### config.mk
export PLATFORM = sky130hd
export DESIGN_NAME = my_scan_ctrl
export DESIGN_NICKNAME = d
export VERILOG_FILES = /design/src/rtl/my_scan_ctrl.sv
export SDC_FILE = /design/constraint.sdc
export NUM_CORES = 1
export LEC_CHECK = 0
export CAP_MARGIN = 15
export CORE_ASPECT_RATIO = 1.1
export CORE_MARGIN = 5
export CORE_UTILIZATION = 50
export CTS_BUF_LIST = sky130_fd_sc_hd__clkbuf_16
export DETAILED_ROUTE_END_ITERATION = 6
export DONT_BUFFER_PORTS = 1
export PLACE_DENSITY = 0.71
export SETUP_SLACK_MARGIN = 0.05
export SLEW_MARGIN = 20
export SYNTH_ARGS = -nofsm -noshare
export SYNTH_HDL_FRONTEND = slang
export SYNTH_SLANG_ARGS = --single-unit
### constraint.sdc
create_clock -name clk -period 2.15 [get_ports clk]
set_clock_uncertainty 0.1 [all_clocks]
set_input_delay 0.215 -clock clk [delete_from_list [all_inputs] [get_ports clk]]
set_output_delay 0.215 -clock clk [all_outputs]
set_load 0.1 [all_outputs]
### src/rtl/my_scan_ctrl.sv
// Scan sequencer for a 4-digit multiplexed display: walks digits 0..3 with a
// blanking gap before each dwell and latches display data once per frame.
//
// state | meaning
// IDLE  | scanner off, all digits blanked, waiting for en
// BLANK | inter-digit gap, all digits off for BLANK_CYCLES
// SHOW  | digit sel driven (lit unless masked) for DWELL_CYCLES
module my_scan_ctrl #(
  parameter int DWELL_CYCLES = 50000,
  parameter int BLANK_CYCLES = 500
) (
  input  logic        clk,
  input  logic        rst,
  input  logic        en,
  input  logic [3:0]  digit_mask,
  input  logic [15:0] data_in,
  output logic [1:0]  sel,
  output logic        blank,
  output logic [3:0]  nibble,
  output logic        frame_tick
);

  localparam int DWELL_EFF = (DWELL_CYCLES < 1) ? 1 : DWELL_CYCLES;
  localparam int BLANK_EFF = (BLANK_CYCLES < 1) ? 1 : BLANK_CYCLES;
  localparam int MAX_EFF   = (DWELL_EFF > BLANK_EFF) ? DWELL_EFF : BLANK_EFF;
  localparam int CW        = $clog2(MAX_EFF + 1);

  localparam logic [CW-1:0] DWELL_LOAD = CW'(DWELL_EFF);
  localparam logic [CW-1:0] BLANK_LOAD = CW'(BLANK_EFF);
  localparam logic [CW-1:0] ONE        = CW'(1);

  typedef enum logic [1:0] {
    IDLE  = 2'd0,
    BLANK = 2'd1,
    SHOW  = 2'd2
  } state_t;

  state_t        state;
  logic [CW-1:0] count;
  logic [15:0]   shadow_data;
  logic [3:0]    shadow_mask;
  logic          last;

  // The counter is loaded with the phase length and the phase ends when it reads 1.
  assign last = (count == ONE);

  always_ff @(posedge clk) begin
    if (rst) begin
      state       <= IDLE;
      count       <= '0;
      shadow_data <= '0;
      shadow_mask <= '0;
      sel         <= 2'd0;
      blank       <= 1'b1;
      nibble      <= 4'd0;
      frame_tick  <= 1'b0;
    end else if (!en) begin
      state      <= IDLE;
      count      <= '0;
      sel        <= 2'd0;
      blank      <= 1'b1;
      frame_tick <= 1'b0;
    end else begin
      frame_tick <= 1'b0;
      case (state)
        IDLE: begin
          state       <= BLANK;
          count       <= BLANK_LOAD;
          shadow_data <= data_in;
          shadow_mask <= digit_mask;
          sel         <= 2'd0;
          blank       <= 1'b1;
        end
        BLANK: begin
          if (last) begin
            state  <= SHOW;
            count  <= DWELL_LOAD;
            nibble <= shadow_data[{sel, 2'b00} +: 4];
            blank  <= ~shadow_mask[sel];
          end else begin
            count <= count - ONE;
          end
        end
        SHOW: begin
          if (last) begin
            state <= BLANK;
            count <= BLANK_LOAD;
            blank <= 1'b1;
            sel   <= sel + 2'd1;
            // Frame boundary: new data only takes effect from digit 0 onward.
            if (sel == 2'd3) begin
              frame_tick  <= 1'b1;
              shadow_data <= data_in;
              shadow_mask <= digit_mask;
            end
          end else begin
            count <= count - ONE;
          end
        end
        default: begin
          state <= IDLE;
          count <= '0;
          sel   <= 2'd0;
          blank <= 1'b1;
        end
      endcase
    end
  end

endmodule

==> flow_metrics.py, run 1 <==
metrics = {
    "timing": {
        "setup_tns_ns": 0,
        "maxSlewHeadroom_pct": 68.10,
        "clock.fmax_ghz": 0.5192,
        "worstMarginPinSlew_ns": 0.4723,
        "finalMaxSlewViolations": 0,
        "finalCritPeriodShare_pct": 89.58,
        "grt_setup_unrepaired": "false",
        "finalCriticalPeriod_ns": 1.926,
        "setup_viol": 0,
        "hold_viol": 0,
    },
    "grt": {
        "antenna_found_initial": 0,
        "grt_pass1_vias": 1805,
        "met1_usage_pct": 19.28,
        "busiest_layer": "met2",
        "gr-usage-met3_pct": 4.843,
        "grt_start_max_net_pins": 51,
        "grt_usage_pct": 17.47,
        "gr-usage-met2_pct": 31.16,
        "grt_pass1_wl_um": 8238,
        "grt_overflow_total": 0,
    },
    "critical_path": {
        "path_max_fanout": 20,
        "cp.buffers_inverters": 1,
        "crit_family": "simple AND/OR/NAND/NOR gates",
        "cp_slowest_stage_delay_ns": 0.49,
        "worstSetupEndpointType": "flip-flop",
        "crit_slowest_cell": "nor4_4",
        "crit_required_ns": 2.26,
        "crit_path_cell_trace": "nor4_4 -> nand4_2 -> a21oi_2 -> buf_12 -> mux2i_1",
        "path_class": "reg -> reg",
        "cp-start-kind": "flip-flop",
        "cp.arrival_ns": 2.04,
    },
    "detailed_routing": {
        "drt_wl_total_um": 4661,
        "vias": 1808,
        "final_antenna_net_count": 0,
        "dr.pass1.iters": 4,
        "viasPerCell": 5.529,
        "drtIter0Drc": 69,
        "remaining_drc_errors": 0,
        "drt-wirelength-per-cell_um": 14.25,
    },
    "synth": {
        "synth_edf_count": 0,
        "synth_warnings": 0,
        "synth_most_common_cell": "nand2b_1",
        "syn-instance-count": 249,
        "synth.largest_area_cell": "dfxtp_1",
        "async_flop_share_pct": 0,
        "syn_avg_cell_area_um2": 9.572,
        "synth_top_area_share_pct": 38.64,
        "synthTopCellsByArea": "dfxtp_1 39%, nand2b_1 14%, mux2i_1 10%",
        "synth-seq-cells": 46,
        "synth_common_cells": "52 x nand2b_1, 46 x dfxtp_1, 24 x mux2i_1",
        "synth_nets": 275,
        "netlist_area_um2": 2384,
        "yosysSeqAreaShare_pct": 38.64,
        "yosysUniqueCellTypes": 46,
        "synth_ff_type": "dfxtp_1",
    },
    "layout": {
        "nFillCells": 409,
        "syn_to_final_growth_pct": 17.22,
        "final_util_pct": 60.48,
        "antenna_cells": 0,
        "finalNetCount": 297,
        "layout-drive-gt1-share_pct": 12.92,
        "design_area_um2": 2794,
    },
    "clock_network": {
        "clk_latency_ns": 0.28,
        "cts_num_sinks": 46,
        "htreeDepth": 2,
        "tritoncts": "yes",
        "cts_buffers": 5,
        "cts_buffer_depth": 2,
        "root_buffer": "clkbuf_16",
        "path_clk_slew_ns": 0.06,
    },
    "placed_design": {
        "portBuffers": 0,
        "dpl_cell_area_um2": 2494,
        "finalWeightedCongestion": 0.7767,
        "dp_hpwl_um": 3280,
    },
    "floorplan": {
        "fp.dieH_um": 82.42,
        "row_count": 26,
        "num_io_pins": 31,
        "core_um2": 4619,
        "chipWidth_um": 75.83,
        "dieArea_um2": 6250,
        "start_util_pct": 51.60,
    },
    "power_and_ir_drop": {
        "p_leak_nw": 1.082,
        "powerDensity_nw_per_um2": 670.3,
        "ir_drop_mv": 0.3755,
    },
    "flow_run": {
        "max_cap_violations": 0,
    },
    "run_status": {
        "status": "completed",
    },
    "min_path": {
        "hold_path_class": "in -> reg",
    },
}
==> metal layers <==
layer	up-vias	routed length, µm
met5	-	0
met1	854	1943
met2	32	2428
li1	915	-
met3	7	203
met4	0	85
==> through the flow <==
stage | total power [W] | worst slack (ns) | hold WS [ns] | std cells
after floorplan | 0.001127 | 0.09934 | 0.2703 | 249
after detailed placement | 0.001159 | 0.1773 | 0.2792 | 304
after CTS | 0.001894 | 0.1263 | 0.0008537 | 327
after global routing | 0.001960 | 0.06098 | 0.009775 | 327
after global placement | 0.001155 | 0.1790 | 0.2722 | 304
final | 0.001873 | 0.2240 | 0.007816 | 327
==> worst paths after layout <==
| kind | start | endpoint | slack (ns) | cells after the start |
|---|---|---|---|---|
| setup reg to reg | count[3] | shadow_data[2] | 0.22 | 5 |
| hold reg to reg | count[0] | count[0] | 0.37 | 1 |
| setup / recovery | count[3] | shadow_data[2] | 0.22 | 5 |
| hold / removal | data_in[2] | shadow_data[2] | 0.008 | 2 |
==> sequential cells by signal, indices dropped and copies added, names as in the netlist <==
name and cells:
blank 1, count 16, frame_tick 1, nibble 4, sel 2, shadow_data 16, shadow_mask 4, state 2
==> report_power, final <==
group / internal, W / total [W] / switching (W)
Clock: 0.000415 / 0.000708 / 0.000293
Combinational: 0.000130 / 0.000237 / 0.000107
Sequential: 0.000892 / 0.000927 / 0.0000351
Total: 0.00144 / 0.00187 / 0.000435
==> final cells by class <==
cell class | count | area (µm²) | share of cell area [%]
Clock buffer | 5 | 125.1 | 4.478
Clock inverter | 2 | 7.507 | 0.2687
Inverter | 4 | 15.01 | 0.5374
Multi-Input combinational cell | 185 | 1383 | 49.49
Sequential cell | 46 | 923.4 | 33.05
Tap cell | 56 | 70.07 | 2.508
Timing Repair Buffer | 29 | 270.3 | 9.673
==> repair_timing <==
item                                    CTS  global route
endpoints found under the setup margin    0             9
gates resized for setup                   0             2
buffers inserted                          0             0
endpoints found under the hold margin    16             0
hold buffers                             16             0
==> layout by cell type, fill, tap and decap left out, types with 3 or more instances in the layout <==
cell           synthesis  layout
nand2b_1              52      52
dfxtp_1               46      44
mux2i_1               24      24
nor2_1                16      16
dlygate4sd3_1          0      16
buf_4                  1      12
nand2_1                8       8
nand3_1                7       7
o21ai_0                7       7
inv_1                  4       6
xnor2_1                6       6
mux4_2                 5       5
clkbuf_16              0       5
o211ai_1               4       4
a21oi_1                4       4
nor2b_1                3       3
nor3_1                 3       3
a211oi_1               3       3
and3_1                 3       3
nor3b_1                3       3
ha_1                   3       3
==> cell families after synthesis <==
family	count (synthesis)	synth area share [%]
buf+inv	18	3.674
simple gates	116	29.97
flops	46	38.64
compound gates	29	8.399
mux	29	14.80
fa+ha+maj	3	1.575
xor+xnor	8	2.940
Note: power is estimated with default switching activity, not from simulation.
==> run 2: changes to the inputs <==
Settings changed: MAX_ROUTING_LAYER set to met4.
==> run 2 against run 1 <==
  * Non-clock buffer count stayed put
  * Clock-buffer cell count is the same
  * Design area did not move
  * First-iteration DRC count is 2.9% lower
  * Final cell count did not move
  * Global-route usage increased by 0.48 points
  * Sequential power about the same
  * Setup slack better by 0.0049 ns
==> flow_metrics.py, run 2 (synthesis gave the netlist of run 1 again) <==
metrics = {
    "clock_network": {
        "root_buffer": "clkbuf_16",
        "htreeDepth": 2,
        "cts_buffer_depth": 2,
        "path_clk_slew_ns": 0.06,
        "cts_num_sinks": 46,
        "cts_setup_buffers": 0,
        "tritoncts": "yes",
        "cts_buffers": 5,
        "clk_latency_ns": 0.28,
    },
    "timing": {
        "worstMarginPinSlew_ns": 0.4725,
        "maxSlewHeadroom_pct": 68.09,
        "grt_setup_unrepaired": "false",
        "hold_ws_ns": 0.004892,
        "hold_viol": 0,
        "finalMaxSlewViolations": 0,
        "setup_tns_ns": 0,
        "clock.fmax_ghz": 0.5205,
        "setup_viol": 0,
        "finalCriticalPeriod_ns": 1.921,
        "finalCritPeriodShare_pct": 89.36,
    },
    "critical_path": {
        "cp.buffers_inverters": 1,
        "crit_family": "simple AND/OR/NAND/NOR gates",
        "path_max_fanout": 20,
        "cp_slowest_stage_delay_ns": 0.49,
        "cp.arrival_ns": 2.03,
        "crit_slowest_cell": "nor4_4",
        "worstSetupEndpointType": "flip-flop",
        "cp-start-kind": "flip-flop",
        "path_class": "reg -> reg",
        "crit_required_ns": 2.26,
        "crit_path_cell_trace": "nor4_4 -> nand4_2 -> a21oi_2 -> buf_12 -> mux2i_1",
    },
    "layout": {
        "finalNetCount": 297,
        "final_cell_mix": "52 x nand2b_1, 44 x dfxtp_1, 24 x mux2i_1, 16 x nor2_1, 16 x dlygate4sd3_1",
        "syn_to_final_growth_pct": 17.22,
        "top_regs": "count: 16 flops, shadow_data: 16 flops",
        "final_common_cell": "nand2b_1",
        "layout-drive-gt1-share_pct": 12.92,
        "antenna_cells": 0,
    },
    "detailed_routing": {
        "viasPerCell": 5.544,
        "drtIter0Drc": 67,
        "dr.pass1.iters": 4,
        "drt_wl_total_um": 4643,
        "remaining_drc_errors": 0,
        "vias": 1813,
        "final_antenna_net_count": 0,
        "drt-wirelength-per-cell_um": 14.20,
    },
    "flow_run": {
        "max_cap_violations": 0,
    },
    "floorplan": {
        "fp.dieH_um": 82.42,
        "num_io_pins": 31,
        "dieArea_um2": 6250,
        "core_um2": 4619,
        "chipWidth_um": 75.83,
        "row_count": 26,
        "start_util_pct": 51.60,
    },
    "grt": {
        "grt_usage_pct": 17.96,
        "grt_overflow_total": 0,
        "antenna_found_initial": 0,
        "grt_start_max_net_pins": 51,
        "grt_pass1_wl_um": 8252,
        "grt_pass1_vias": 1804,
    },
    "min_path": {
        "hold_path_class": "in -> reg",
    },
    "power_and_ir_drop": {
        "p_leak_nw": 1.082,
        "ir_drop_mv": 0.3771,
        "powerDensity_nw_per_um2": 670.4,
    },
    "run_status": {
        "status": "completed",
    },
    "placed_design": {
        "portBuffers": 0,
        "finalWeightedCongestion": 0.7873,
        "dp_hpwl_um": 3280,
    },
}
-- run 2: cell counts in the layout (fill, tap and decap cells not counted) --
Identical to the previous run, type by type.
-- run 2: stage by stage --
stage	util (%)	instances	power (W)	area, µm²	setup slack [ns]
2_1_floorplan	-	249	0.001127	2386	0.09934
3_3_place_gp	53.98	304	0.001155	2494	0.1790
3_5_place_dp	53.98	304	0.001159	2494	0.1773
4_1_cts	60.32	327	0.001894	2786	0.1263
5_1_grt	60.48	327	0.001960	2794	0.06122
6_report	60.48	327	0.001873	2794	0.2289
-- run 2: repair_timing --
item                                   CTS  global route
setup endpoints to repair                0             9
gates resized for setup                  0             2
hold buffers                            16             0
endpoints found under the hold margin   16             0
-- run 2: area by class of cell --
| class | count | area [µm²] |
|---|---|---|
| fillers | 409 | 1826 |
| multi-input cells | 185 | 1383 |
| flip-flops and latches | 46 | 923.4 |
| repair buffers | 29 | 270.3 |
| clock buffers | 5 | 125.1 |
| well taps | 56 | 70.07 |
| inverters | 4 | 15.01 |
| clock inverters | 2 | 7.507 |
-- run 2: final timing paths --
| check | start | endpoint | slack, ns | depth (start not counted) |
|---|---|---|---|---|
| setup / recovery | count[3] | shadow_data[8] | 0.23 | 5 |
| hold reg to reg | shadow_data[2] | shadow_data[2] | 0.37 | 2 |
| setup reg to reg | count[3] | shadow_data[8] | 0.23 | 5 |
| hold / removal | data_in[2] | shadow_data[2] | 0.005 | 2 |
-- run 2: worst reg2reg max path: cells and delay by family (launching register included) --
family          cells  cell delay, ns
flops               1            0.37
buf+inv             1            0.21
compound gates      1            0.25
simple gates        2            0.72
mux                 1            0.21
-- run 2: where the power goes --
part | leakage [nW] | switching [W] | internal, W
Combinational | 0.633 | 0.000107 | 0.000130
Sequential | 0.377 | 0.0000352 | 0.000892
Clock | 0.0723 | 0.000293 | 0.000415
-- run 2: metal layers --
layer  part of all wire, %  vias up  global-route usage [%]
met5                     0        -                       -
met4                   1.8        0                   6.818
met3                   4.2        7                   4.843
met2                    52       33                   31.25
met1                    41      859                   19.21
li1                      -      914                       -
==> run 3: changes to the inputs <==
Settings changed: RECOVER_POWER set to 100.
==> run 3 against run 2 <==
  * Register-to-register slack about the same
  * Critical endpoint is now shadow_data[2]
  * Non-clock buffer count unchanged
  * Largest cell class unchanged
  * First-iteration DRC count increased by 6.0%
  * Critical path depth unchanged
==> flow_metrics.py, run 3 (synthesis gave the netlist of run 1 again) <==
metrics = {
    "detailed_routing": {
        "final_antenna_net_count": 0,
        "drtIter0Drc": 71,
        "vias": 1814,
        "dr.pass1.iters": 4,
        "viasPerCell": 5.547,
        "drt-wirelength-per-cell_um": 14.32,
        "drt_wl_total_um": 4684,
        "remaining_drc_errors": 0,
    },
    "timing": {
        "worstMarginPinSlew_ns": 1.224,
        "hold_ws_ns": 0.008609,
        "hold_viol": 0,
        "setup_tns_ns": 0,
        "grt_setup_unrepaired": "false",
        "clock.fmax_ghz": 0.5181,
        "setup_viol": 0,
        "finalCriticalPeriod_ns": 1.930,
        "finalMaxSlewViolations": 0,
        "maxSlewHeadroom_pct": 18.38,
        "finalCritPeriodShare_pct": 89.77,
    },
    "power_and_ir_drop": {
        "p_comb_share_pct": 12.7,
        "intPower_w": 0.001437,
        "p_leak_nw": 1.056,
        "p_sw_share_pct": 23.32,
        "p_sw_w": 0.0004371,
        "ir_drop_mv": 0.3776,
        "power_frac_seq_pct": 49.5,
        "powerDensity_nw_per_um2": 678.8,
        "clkPwrFrac_pct": 37.9,
    },
    "grt": {
        "grt_usage_pct": 17.96,
        "grt_start_max_net_pins": 51,
        "grt_pass1_vias": 1804,
        "grt_overflow_total": 0,
        "antenna_found_initial": 0,
        "grt_pass1_wl_um": 8252,
    },
    "layout": {
        "antenna_cells": 0,
        "syn_to_final_growth_pct": 15.85,
        "finalNetCount": 297,
        "layout-drive-gt1-share_pct": 10.70,
        "top_regs": "count: 16 flops, shadow_data: 16 flops",
        "final_common_cell": "nand2b_1",
        "final_cell_mix": "52 x nand2b_1, 44 x dfxtp_1, 24 x mux2i_1, 16 x nor2_1, 16 x dlygate4sd3_1",
    },
    "critical_path": {
        "path_class": "reg -> reg",
        "worstSetupEndpointType": "flip-flop",
        "crit_path_cell_trace": "nor4_4 -> nand4_2 -> a21oi_2 -> buf_12 -> mux2i_1",
        "crit_family": "simple AND/OR/NAND/NOR gates",
        "crit_slowest_cell": "nor4_4",
        "cp-start-kind": "flip-flop",
        "crit_required_ns": 2.26,
        "cp.arrival_ns": 2.04,
        "cp.buffers_inverters": 1,
        "path_max_fanout": 20,
        "cp_slowest_stage_delay_ns": 0.49,
    },
    "run_status": {
        "status": "completed",
    },
    "floorplan": {
        "core_um2": 4619,
        "row_count": 26,
        "fp.dieH_um": 82.42,
        "start_util_pct": 51.60,
        "num_io_pins": 31,
        "chipWidth_um": 75.83,
        "dieArea_um2": 6250,
    },
    "clock_network": {
        "htreeDepth": 2,
        "tritoncts": "yes",
        "path_clk_slew_ns": 0.06,
        "cts_buffers": 5,
        "cts_buffer_depth": 2,
        "cts_num_sinks": 46,
        "root_buffer": "clkbuf_16",
        "clk_latency_ns": 0.28,
    },
    "placed_design": {
        "dp_hpwl_um": 3280,
        "finalWeightedCongestion": 0.7873,
        "portBuffers": 0,
    },
    "flow_run": {
        "max_cap_violations": 0,
    },
    "min_path": {
        "hold_path_class": "in -> reg",
    },
}
run 3: changes by cell type in the layout (fill, tap and decap cells not counted), sizes merged:
cell    change
buf         -9
clkbuf      +9
run 3: layout make-up:
cell class                 count  area [µm²]
tap                           56       70.07
clock buffer                   5       125.1
timing repair buffer          29       237.7
multi-input combinational    185        1383
clock inverter                 2       7.507
fill                         413        1858
inverter                       4       15.01
sequential                    46       923.4
run 3: per-layer routing:
metal	part of all wire (%)	global-route usage [%]	routed length [µm]	vias to the layer above
li1	-	-	-	916
met1	42	19.21	1975	865
met2	52	31.25	2433	25
met3	4.0	4.843	189	8
met4	1.8	6.818	85	0
met5	0	-	0	-
run 3: timing repair:
| action | in CTS | in global routing |
|---|---|---|
| gates resized for setup | 0 | 2 |
| hold buffers | 16 | 0 |
| setup endpoints to repair | 0 | 9 |
| buffers inserted | 0 | 0 |
| endpoints found under the hold margin | 16 | 0 |
run 3: worst paths after layout:
| kind | slack, ns | cells past startpoint | endpoint | startpoint |
|---|---|---|---|---|
| max reg2reg | 0.22 | 5 | shadow_data[2] | count[3] |
| min reg2reg | 0.37 | 1 | count[0] | count[0] |
| max | 0.22 | 5 | shadow_data[2] | count[3] |
| min | 0.009 | 2 | shadow_data[2] | data_in[2] |
run 3: through the flow:
step	setup WS [ns]	std cells	utilization [%]	power, W	cell area (µm²)
2_1_floorplan	0.09934	249	-	0.001127	2386
3_3_place_gp	0.1790	304	53.98	0.001155	2494
3_5_place_dp	0.1773	304	53.98	0.001159	2494
4_1_cts	0.1263	327	60.32	0.001894	2786
5_1_grt	0.04275	327	59.78	0.001959	2761
6_report	0.2199	327	59.78	0.001875	2761
run 3: worst register-to-register path: cells and delay by family, from the launching register on:
family / cells / cell delay [ns]
flops: 1 / 0.37
simple gates: 2 / 0.72
mux: 1 / 0.21
buf+inv: 1 / 0.21
compound gates: 1 / 0.25
run 3: power by group through the flow:
stage	logic [W]	clock network (W)	registers (W)
global route	0.000266	0.000760	0.000933
detailed placement	0.000213	0	0.000946
finish	0.000237	0.000710	0.000927
global placement	0.000211	0	0.000944
CTS	0.000239	0.000729	0.000927
floorplan	0.000192	0	0.000935
